--- src/rtl/bcd_encoder_seq_if.sv ---
// rtl/bcd_encoder_seq_if.sv - stream handshake bundle for the iterative binary-to-BCD converter
// Purpose: groups the input stream (i_valid/o_ready/i_bin), the output stream
//          (o_valid/i_ready/o_bcd) and the o_busy status of bcd_encoder_seq.
// Ports (signals):
//   i_valid, i_bin[N-1:0]  upstream value offer
//   o_ready                converter can accept (idle)
//   o_valid, o_bcd[W-1:0]  finished packed BCD result, digit k at [4k+3:4k]
//   i_ready                downstream takes the result
//   o_busy                 conversion in progress
// Modports: slave = converter side, master = producer/consumer side.
interface bcd_encoder_seq_if #(
  parameter int N = 8
);
  localparam int W = N + (N - 4) / 3 + 1;

  logic         i_valid;
  logic         o_ready;
  logic [N-1:0] i_bin;
  logic         o_valid;
  logic         i_ready;
  logic [W-1:0] o_bcd;
  logic         o_busy;

  modport slave (
    input  i_valid, i_bin, i_ready,
    output o_ready, o_valid, o_bcd, o_busy
  );

  modport master (
    output i_valid, i_bin, i_ready,
    input  o_ready, o_valid, o_bcd, o_busy
  );
endinterface

--- src/rtl/bcd_encoder_seq.sv ---
// rtl/bcd_encoder_seq.sv - iterative shift-and-add-3 binary-to-BCD converter, one bit per clock
// Purpose: converts an N-bit unsigned value to packed BCD in exactly N shift cycles,
//          with valid/ready handshakes on both input and output.
// Ports:
//   i_clock    rising-edge clock
//   i_aresetn  asynchronous active-low reset
//   bus        bcd_encoder_seq_if.slave (i_valid/o_ready/i_bin in, o_valid/i_ready/o_bcd out, o_busy)
module bcd_encoder_seq #(
  parameter int N = 8
) (
  input  logic              i_clock,
  input  logic              i_aresetn,
  bcd_encoder_seq_if.slave  bus
);
  localparam int W  = N + (N - 4) / 3 + 1;
  localparam int CW = $clog2(N + 1);
  localparam int SW = W + N;

  typedef enum logic [1:0] {
    IDLE  = 2'd0,
    SHIFT = 2'd1,
    DONE  = 2'd2
  } state_t;

  state_t          state_q, state_d;
  logic [SW-1:0]   sr_q, sr_d;
  logic [CW-1:0]   cnt_q, cnt_d;
  logic [W-1:0]    bcd_q, bcd_d;
  logic [W-1:0]    hi_adj;
  logic [SW-1:0]   shifted;

  always_ff @(posedge i_clock or negedge i_aresetn) begin
    if (!i_aresetn) begin
      state_q <= IDLE;
      sr_q    <= '0;
      cnt_q   <= '0;
      bcd_q   <= '0;
    end else begin
      state_q <= state_d;
      sr_q    <= sr_d;
      cnt_q   <= cnt_d;
      bcd_q   <= bcd_d;
    end
  end

  always_comb begin
    state_d = state_q;
    sr_d    = sr_q;
    cnt_d   = cnt_q;
    bcd_d   = bcd_q;

    // Add-3 correction on every full digit nibble; the partial top group
    // (W mod 4 bits) can never exceed 4 and is left untouched.
    hi_adj = sr_q[SW-1:N];
    for (int k = 0; k < W / 4; k++) begin
      if (hi_adj[4*k +: 4] > 4'd4) begin
        hi_adj[4*k +: 4] = hi_adj[4*k +: 4] + 4'd3;
      end
    end
    shifted = {hi_adj, sr_q[N-1:0]} << 1;

    case (state_q)
      IDLE: begin
        if (bus.i_valid) begin
          sr_d    = {{W{1'b0}}, bus.i_bin};
          cnt_d   = CW'(N);
          state_d = SHIFT;
        end
      end
      SHIFT: begin
        sr_d  = shifted;
        cnt_d = cnt_q - CW'(1);
        // o_bcd only ever sees the fully converted value
        if (cnt_q == CW'(1)) begin
          bcd_d   = shifted[SW-1:N];
          state_d = DONE;
        end
      end
      DONE: begin
        if (bus.i_ready) begin
          state_d = IDLE;
        end
      end
      default: state_d = IDLE;
    endcase
  end

  // Status decoded straight from state so reset clears them without a clock
  assign bus.o_ready = (state_q == IDLE);
  assign bus.o_valid = (state_q == DONE);
  assign bus.o_busy  = (state_q == SHIFT);
  assign bus.o_bcd   = bcd_q;
endmodule

--- src/flat_wrapper.sv ---
// flat-port wrapper written by rule: the top's interface ports become plain ports
module bcd_encoder_seq_flat 
#(
  parameter int N = 8
)
  (i_clock, i_aresetn, bus_i_valid, bus_i_bin, bus_i_ready, bus_o_ready, bus_o_valid, bus_o_bcd, bus_o_busy);
  bcd_encoder_seq_if #(.N(N)) bus_i ();
  input  logic i_clock;
  input  logic i_aresetn;
  input wire logic [$bits(bus_i.i_valid)-1:0] bus_i_valid;
  input wire logic [$bits(bus_i.i_bin)-1:0] bus_i_bin;
  input wire logic [$bits(bus_i.i_ready)-1:0] bus_i_ready;
  output wire logic [$bits(bus_i.o_ready)-1:0] bus_o_ready;
  output wire logic [$bits(bus_i.o_valid)-1:0] bus_o_valid;
  output wire logic [$bits(bus_i.o_bcd)-1:0] bus_o_bcd;
  output wire logic [$bits(bus_i.o_busy)-1:0] bus_o_busy;
  assign bus_i.i_valid = bus_i_valid;
  assign bus_i.i_bin = bus_i_bin;
  assign bus_i.i_ready = bus_i_ready;
  assign bus_o_ready = bus_i.o_ready;
  assign bus_o_valid = bus_i.o_valid;
  assign bus_o_bcd = bus_i.o_bcd;
  assign bus_o_busy = bus_i.o_busy;
  bcd_encoder_seq #(.N(N)) u_core (.i_clock(i_clock), .i_aresetn(i_aresetn), .bus(bus_i));
endmodule
--- config.mk ---
export PLATFORM = sky130hd
export DESIGN_NAME = bcd_encoder_seq_flat
export DESIGN_NICKNAME = d
export VERILOG_FILES = /design/src/rtl/bcd_encoder_seq_if.sv /design/src/rtl/bcd_encoder_seq.sv /design/src/flat_wrapper.sv
export SDC_FILE = /design/constraint.sdc
export NUM_CORES = 1
export LEC_CHECK = 0
export ABC_AREA = 1
export CAP_MARGIN = 20
export CORE_AREA = 2 2 61 63
export DETAILED_ROUTE_END_ITERATION = 8
export DIE_AREA = 0 0 63 65
export PLACE_DENSITY = 0.73
export SETUP_SLACK_MARGIN = 0.05
export SYNTH_ARGS = -nofsm -noshare
export SYNTH_HDL_FRONTEND = slang
export SYNTH_SLANG_ARGS = --single-unit
--- constraint.sdc ---
create_clock -name i_clock -period 2.27 [get_ports i_clock]
set_input_delay 0.3405 -clock i_clock [delete_from_list [all_inputs] [get_ports i_clock]]
set_output_delay 0.3405 -clock i_clock [all_outputs]
set_load 0.01 [all_outputs]
==> out/metrics.cfg, run 1 <==
[worst_setup_path]
critPathLaunch = u_core.state_q[0]
worstSetupEndpointType = primary output
required_ps = 1930
cp_data_arrival_time_ps = 1560
startpoint_type = flip-flop
cp_max_fo = 5
reg2reg_from = u_core.cnt_q[1]
r2r_cells = 7
critical_path_class = flip-flop to primary output

[layout]
fin_util_pct = 57.0
drive_gt1_share_pct = 10.9
fin_nets = 256
fin_area_mm2 = 0.00199
fillers = 337
fin_cells = 286
syn_to_final_growth_pct = 19.0
diodes = 0

[pwr]
irDropWorstVdd_mv = 0.486
p_per_area_mw_per_mm2 = 1290
internal_power_w = 0.00149
swShare_pct = 42.3
sequentialPowerShare_pct = 38.8
power.leakage_nw = 1.05
p_sw_w = 0.00109
comb_power_share_pct = 48.3
pwr-share-clk_pct = 12.9

[detailed_routing]
dr.pass1.iters = 4
first_iter_violations = 46
num_vias = 1380
wire_per_inst_um = 11.0
wirelength_mm = 3.16
ant_nets = 0
vias_per_cell = 4.83
drc = 0

[clock_network]
clk_pin_slew_ps = 100
htree_num_levels = 2
cts_made_buffers = 5
clockBufferDepth = 2
cts_root_buf = clkbuf_4
clk_latency_ps = 330
cts_tree = built
postCtsHoldBufs = 0
cts_sinks = 33
postCtsSetupRepairBufs = 0
cts-resized-gates = 0

[timing]
slew_violations = 0
finalCriticalPeriod_ps = 1900
fin_worst_skew_ps = 5.46
post-route-period-util_pct = 83.5
hold_viol_final = 0
tightest_slew_ps = 408
finalSetupViolCount = 0
fmax_mhz = 528
fin_setup_tns_ps = 0
slew_headroom_pct = 72.8
rsz0062_at_grt = false

[worst_hold_path]
hold_path_class = input port to async pin

[placement]
postPlaceCellArea_mm2 = 0.00194
io_buffers = 24
placed_cells = 279
gp_routability_congestion = 0.847
dp.final_hpwl_mm = 2.24

[run_status]
status = finished clean

[synthesis]
syn_nets = 228
yosysSeqAreaShare_pct = 49.3
synth-seq-cells = 33
ys_warn_count = 0
synthesis.area_mm2 = 0.00167
synth.avg_cell_area_um2 = 7.97
yosysUniqueCellTypes = 18
synth_cells = 210

[grt]
busiest_layer = met2
met2_usage_pct = 32.2
overflow = 0
use_met3_pct = 5.73
use_met1_pct = 20.3
grt_pass1_wl_mm = 5.65
antenna_found_initial = 0
grt_pass1_vias = 1312
track_usage_pct = 18.1
grt_start_max_net_pins = 34

[die]
rows = 22
die_x_um = 63
core_mm2 = 0.00350
die_y_um = 65
dieArea_mm2 = 0.00410
io_pins = 25
floorplan.initialDensity_pct = 47.9

[run]
max_cap_violations = 0

==> path summary, 6_finish.rpt <==
check,end,slack (ps)
setup / recovery,bus_o_busy,370
hold / removal,u_core.sr_q[10],400
setup reg to reg,u_core.bus.o_bcd[6],790
hold reg to reg,u_core.bus.o_bcd[9],480
max in group asynchronous,u_core.sr_q[3],1570
min in group i_clock,u_core.bus.o_bcd[9],480
==> stage by stage <==
step	worst slack, ps	total power (W)	hold slack (ps)
2_1_floorplan	1070	0.00190	44.9
3_3_place_gp	745	0.00222	463
3_5_place_dp	727	0.00227	465
4_1_cts	341	0.00261	410
5_1_grt	304	0.00285	419
6_report	374	0.00258	402
==> metal layers <==
layer  share of wire [%]  up-vias  routed length, µm
met1                  46      629               1440
met3                 5.2        6                164
met5                   0        -                  0
met2                  47       36               1500
li1                    -      709                  -
met4                 1.7        0                 53
==> registers in the layout, indices dropped and copies added, names as in the netlist <==
| name | cells |
|---|---|
| u_core.sr_q | 17 |
| u_core.bus.o_bcd | 10 |
| u_core.cnt_q | 4 |
| u_core.state_q | 2 |
==> cell usage after synthesis, drive strengths merged <==
library cell | instances | share of area, %
nor3 | 1 | 0.30
o21ai | 5 | 1.5
buf | 5 | 3.1
o22ai | 1 | 0.37
ha | 6 | 4.5
nor2 | 6 | 1.9
nand2 | 103 | 25
inv | 22 | 4.9
o211ai | 1 | 0.45
dfrtp | 33 | 49
o31ai | 1 | 0.45
nand3 | 26 | 7.8
==> logic make-up (layout without fill, tap and decap cells) <==
group,after synthesis,in the layout,share of synthesized area (%)
simple gates,136,136,35.4
flops,33,33,49.3
fa+ha+maj,6,6,4.48
compound gates,8,8,2.77
buf+inv,27,55,8.07
==> critical path, stage by stage, from the launching register on <==
cell and delay [ps]:
dfrtp_1 470, inv_2 50, nor2_2 140, clkdlybuf4s50_1 560
==> cell type report <==
| type | count | area, µm² | area share, % |
|---|---|---|---|
| Sequential cell | 33 | 826 | 41.5 |
| Multi-Input combinational cell | 150 | 713 | 35.8 |
| Timing Repair Buffer | 26 | 255 | 12.8 |
| Inverter | 22 | 82.6 | 4.15 |
| Tap cell | 48 | 60.1 | 3.02 |
| Clock buffer | 7 | 55.1 | 2.76 |
==> power by group through the flow <==
stage	combinational (W)	sequential [W]	clock (W)
2_1_floorplan	0.000887	0.00101	0
3_3_place_gp	0.00122	0.000997	0
3_5_place_dp	0.00126	0.00101	0
4_1_cts	0.00126	0.00100	0.000349
5_1_grt	0.00144	0.00103	0.000377
6_report	0.00125	0.000999	0.000332
==> placed cells by master (no fill, tap or decap) <==
| cell | instances |
|---|---|
| nand2_2 | 9 |
| buf_4 | 2 |
| clkbuf_4 | 5 |
| dfrtp_1 | 33 |
| o22ai_1 | 1 |
| nor2_1 | 4 |
| inv_1 | 17 |
| o21ai_0 | 5 |
| clkdlybuf4s50_1 | 24 |
| inv_2 | 5 |
| nor3_1 | 1 |
| ha_1 | 6 |
| nand2_4 | 2 |
| clkbuf_1 | 1 |
| clkbuf_8 | 1 |
| nand3_1 | 26 |
| nand2_1 | 92 |
| o31ai_1 | 1 |
| o211ai_1 | 1 |
| nor2_2 | 1 |
| nor2_4 | 1 |
(Power assumes the default switching activity.)
==> run 2, diff against run 1 <==
Settings changed: CORE_AREA 2 2 61 63 to 2 2 63 65, DIE_AREA 0 0 63 65 to 0 0 65 67, PLACE_DENSITY 0.73 to 0.72.
Clock period 2.27 ns to 1.5 ns, I/O delays scaled along.
==> run 2 against run 1 <==
Register-to-register slack got worse by 580 ps. Worst setup slack worse by 280 ps. Sequential share of layout area fell by 1.1 points. Final area grew 2.9%. Die area is 6.3% higher. Largest cell class unchanged. Global-route usage decreased by 1.2 points. Critical path depth is 2 lower. Combinational power up 47%. Total power grew 55%. Clock-buffer cell count down 1. Routed wire length is 3.5% lower. Via count fell by 1.2%.
==> out/metrics.cfg, run 2 (same netlist as run 1, synthesis figures left out) <==
[layout]
top_register = u_core.sr_q
largest_reg_flops = 17
fillers = 337
fin_nets = 257
drive_gt1_share_pct = 12.5
fin_util_pct = 56.8
layout_common_cells = 92 x nand2_1, 32 x dfrtp_1, 26 x nand3_1
diodes = 0
syn_to_final_growth_pct = 22.4
layout.cells.most_common = nand2_1

[clock_network]
clockBufferDepth = 2
cts_root_buf = clkbuf_8
cts_made_buffers = 5
cts_sinks = 33
clk_latency_ps = 290
postCtsHoldBufs = 0
postCtsSetupRepairBufs = 0
cts_tree = built
clk_pin_slew_ps = 60
htree_num_levels = 2

[timing]
slew_headroom_pct = 80.8
fmax_mhz = 711
finalCriticalPeriod_ps = 1410
post-route-period-util_pct = 93.7
rsz0062_at_grt = false
fin_worst_skew_ps = 5.15
fin_setup_tns_ps = 0
finalSetupViolCount = 0
hold_viol_final = 0
slew_violations = 0
tightest_slew_ps = 288

[die]
core_mm2 = 0.00361
floorplan.initialDensity_pct = 46.4
dieArea_mm2 = 0.00436
io_pins = 25
die_y_um = 67
rows = 22
die_x_um = 65

[run]
max_cap_violations = 0

[worst_setup_path]
cp_cell_sequence = clkdlybuf4s50_1
cp_num_buf_inv = 1
cp_max_fo = 2
cp_data_arrival_time_ps = 1180
worstSetupEndpointType = primary output
required_ps = 1270
slowest_delay_ps = 540
slowest_stage = clkdlybuf4s50_1
startpoint_type = flip-flop
critical_path_class = flip-flop to primary output
critical-path-top-delay-family = buffers and inverters

[placement]
gp_routability_congestion = 0.854
io_buffers = 24
dp.final_hpwl_mm = 2.14

[grt]
grt_start_max_net_pins = 34
overflow = 0
met2_usage_pct = 27.1
grt_pass1_wl_mm = 5.51
grt_pass1_vias = 1265
use_met1_pct = 21.2
track_usage_pct = 16.9
use_met3_pct = 3.21
antenna_found_initial = 0
busiest_layer = met2

[pwr]
irDropWorstVdd_mv = 0.823
power.leakage_nw = 1.15
p_per_area_mw_per_mm2 = 1950

[detailed_routing]
first_iter_violations = 51
wire_per_inst_um = 10.6
ant_nets = 0
vias_per_cell = 4.73
num_vias = 1363
wirelength_mm = 3.04
dr.pass1.iters = 4
drc = 0

[run_status]
status = finished clean

[worst_hold_path]
hold_path_class = input port to async pin

run 2: changes by cell type in the layout (fill, tap and decap cells not counted):
cell / delta
clkdlybuf4s50_1: -8
clkbuf_8: +4
buf_12: +1
dlymetal6s2s_1: +5
inv_2: +1
inv_1: -1
dfrtp_2: +1
dlygate4sd2_1: +3
dfrtp_1: -1
clkinv_2: +2
clkbuf_4: -5
run 2: metal layers:
| metal | up-vias | share of wire, % |
|---|---|---|
| li1 | 707 | - |
| met4 | 0 | 2.4 |
| met3 | 7 | 7.2 |
| met5 | - | 0 |
| met1 | 610 | 47 |
| met2 | 39 | 43 |
run 2: cell type report:
class	count	area, µm²	area share (%)
tap	48	60.1	2.93
timing repair buffer	27	284	13.9
clock inverter	2	10.0	0.488
sequential	33	827	40.4
clock buffer	6	72.6	3.54
inverter	22	82.6	4.03
multi-input combinational	150	713	34.8
run 2: report_power, final:
part / switching [W] / total, W / internal (W)
Combinational: 0.00109 / 0.00184 / 0.000751
Sequential: 0.000255 / 0.00151 / 0.00126
Clock: 0.000315 / 0.000636 / 0.000321
run 2: what timing repair did:
action / CTS / global route
gates resized for setup: 4 / 6
pin swaps: 0 / 0
endpoints found under the setup margin: 3 / 7
endpoints found under the hold margin: 0 / 0
run 2: final timing paths:
kind / start / to / slack, ps / depth (start not counted)
worst max-delay path: u_core.bus.o_bcd[0] / bus_o_bcd[0] / 90 / 1
worst min-delay path: i_aresetn / u_core.sr_q[10] / 300 / 2
worst max register to register: u_core.sr_q[12] / u_core.sr_q[15] / 210 / 9
worst min register to register: u_core.bus.o_bcd[6] / u_core.bus.o_bcd[6] / 480 / 2
max in group asynchronous: i_aresetn / u_core.state_q[0] / 1020 / 2
min in group i_clock: u_core.bus.o_bcd[6] / u_core.bus.o_bcd[6] / 480 / 2
run 2: through the flow:
stage / hold WS [ps] / setup WS (ps) / instances / area [µm²] / total power, W
finish: 297 / 94.0 / 288 / 2050 / 0.00399
global route: 312 / 51.8 / 288 / 2050 / 0.00442
CTS: 298 / 72.3 / 288 / 2040 / 0.00405
detailed placement: 466 / 130 / 280 / 1960 / 0.00342
global placement: 462 / 137 / 280 / 1960 / 0.00337
floorplan: -70.6 / 300 / 210 / 1670 / 0.00287
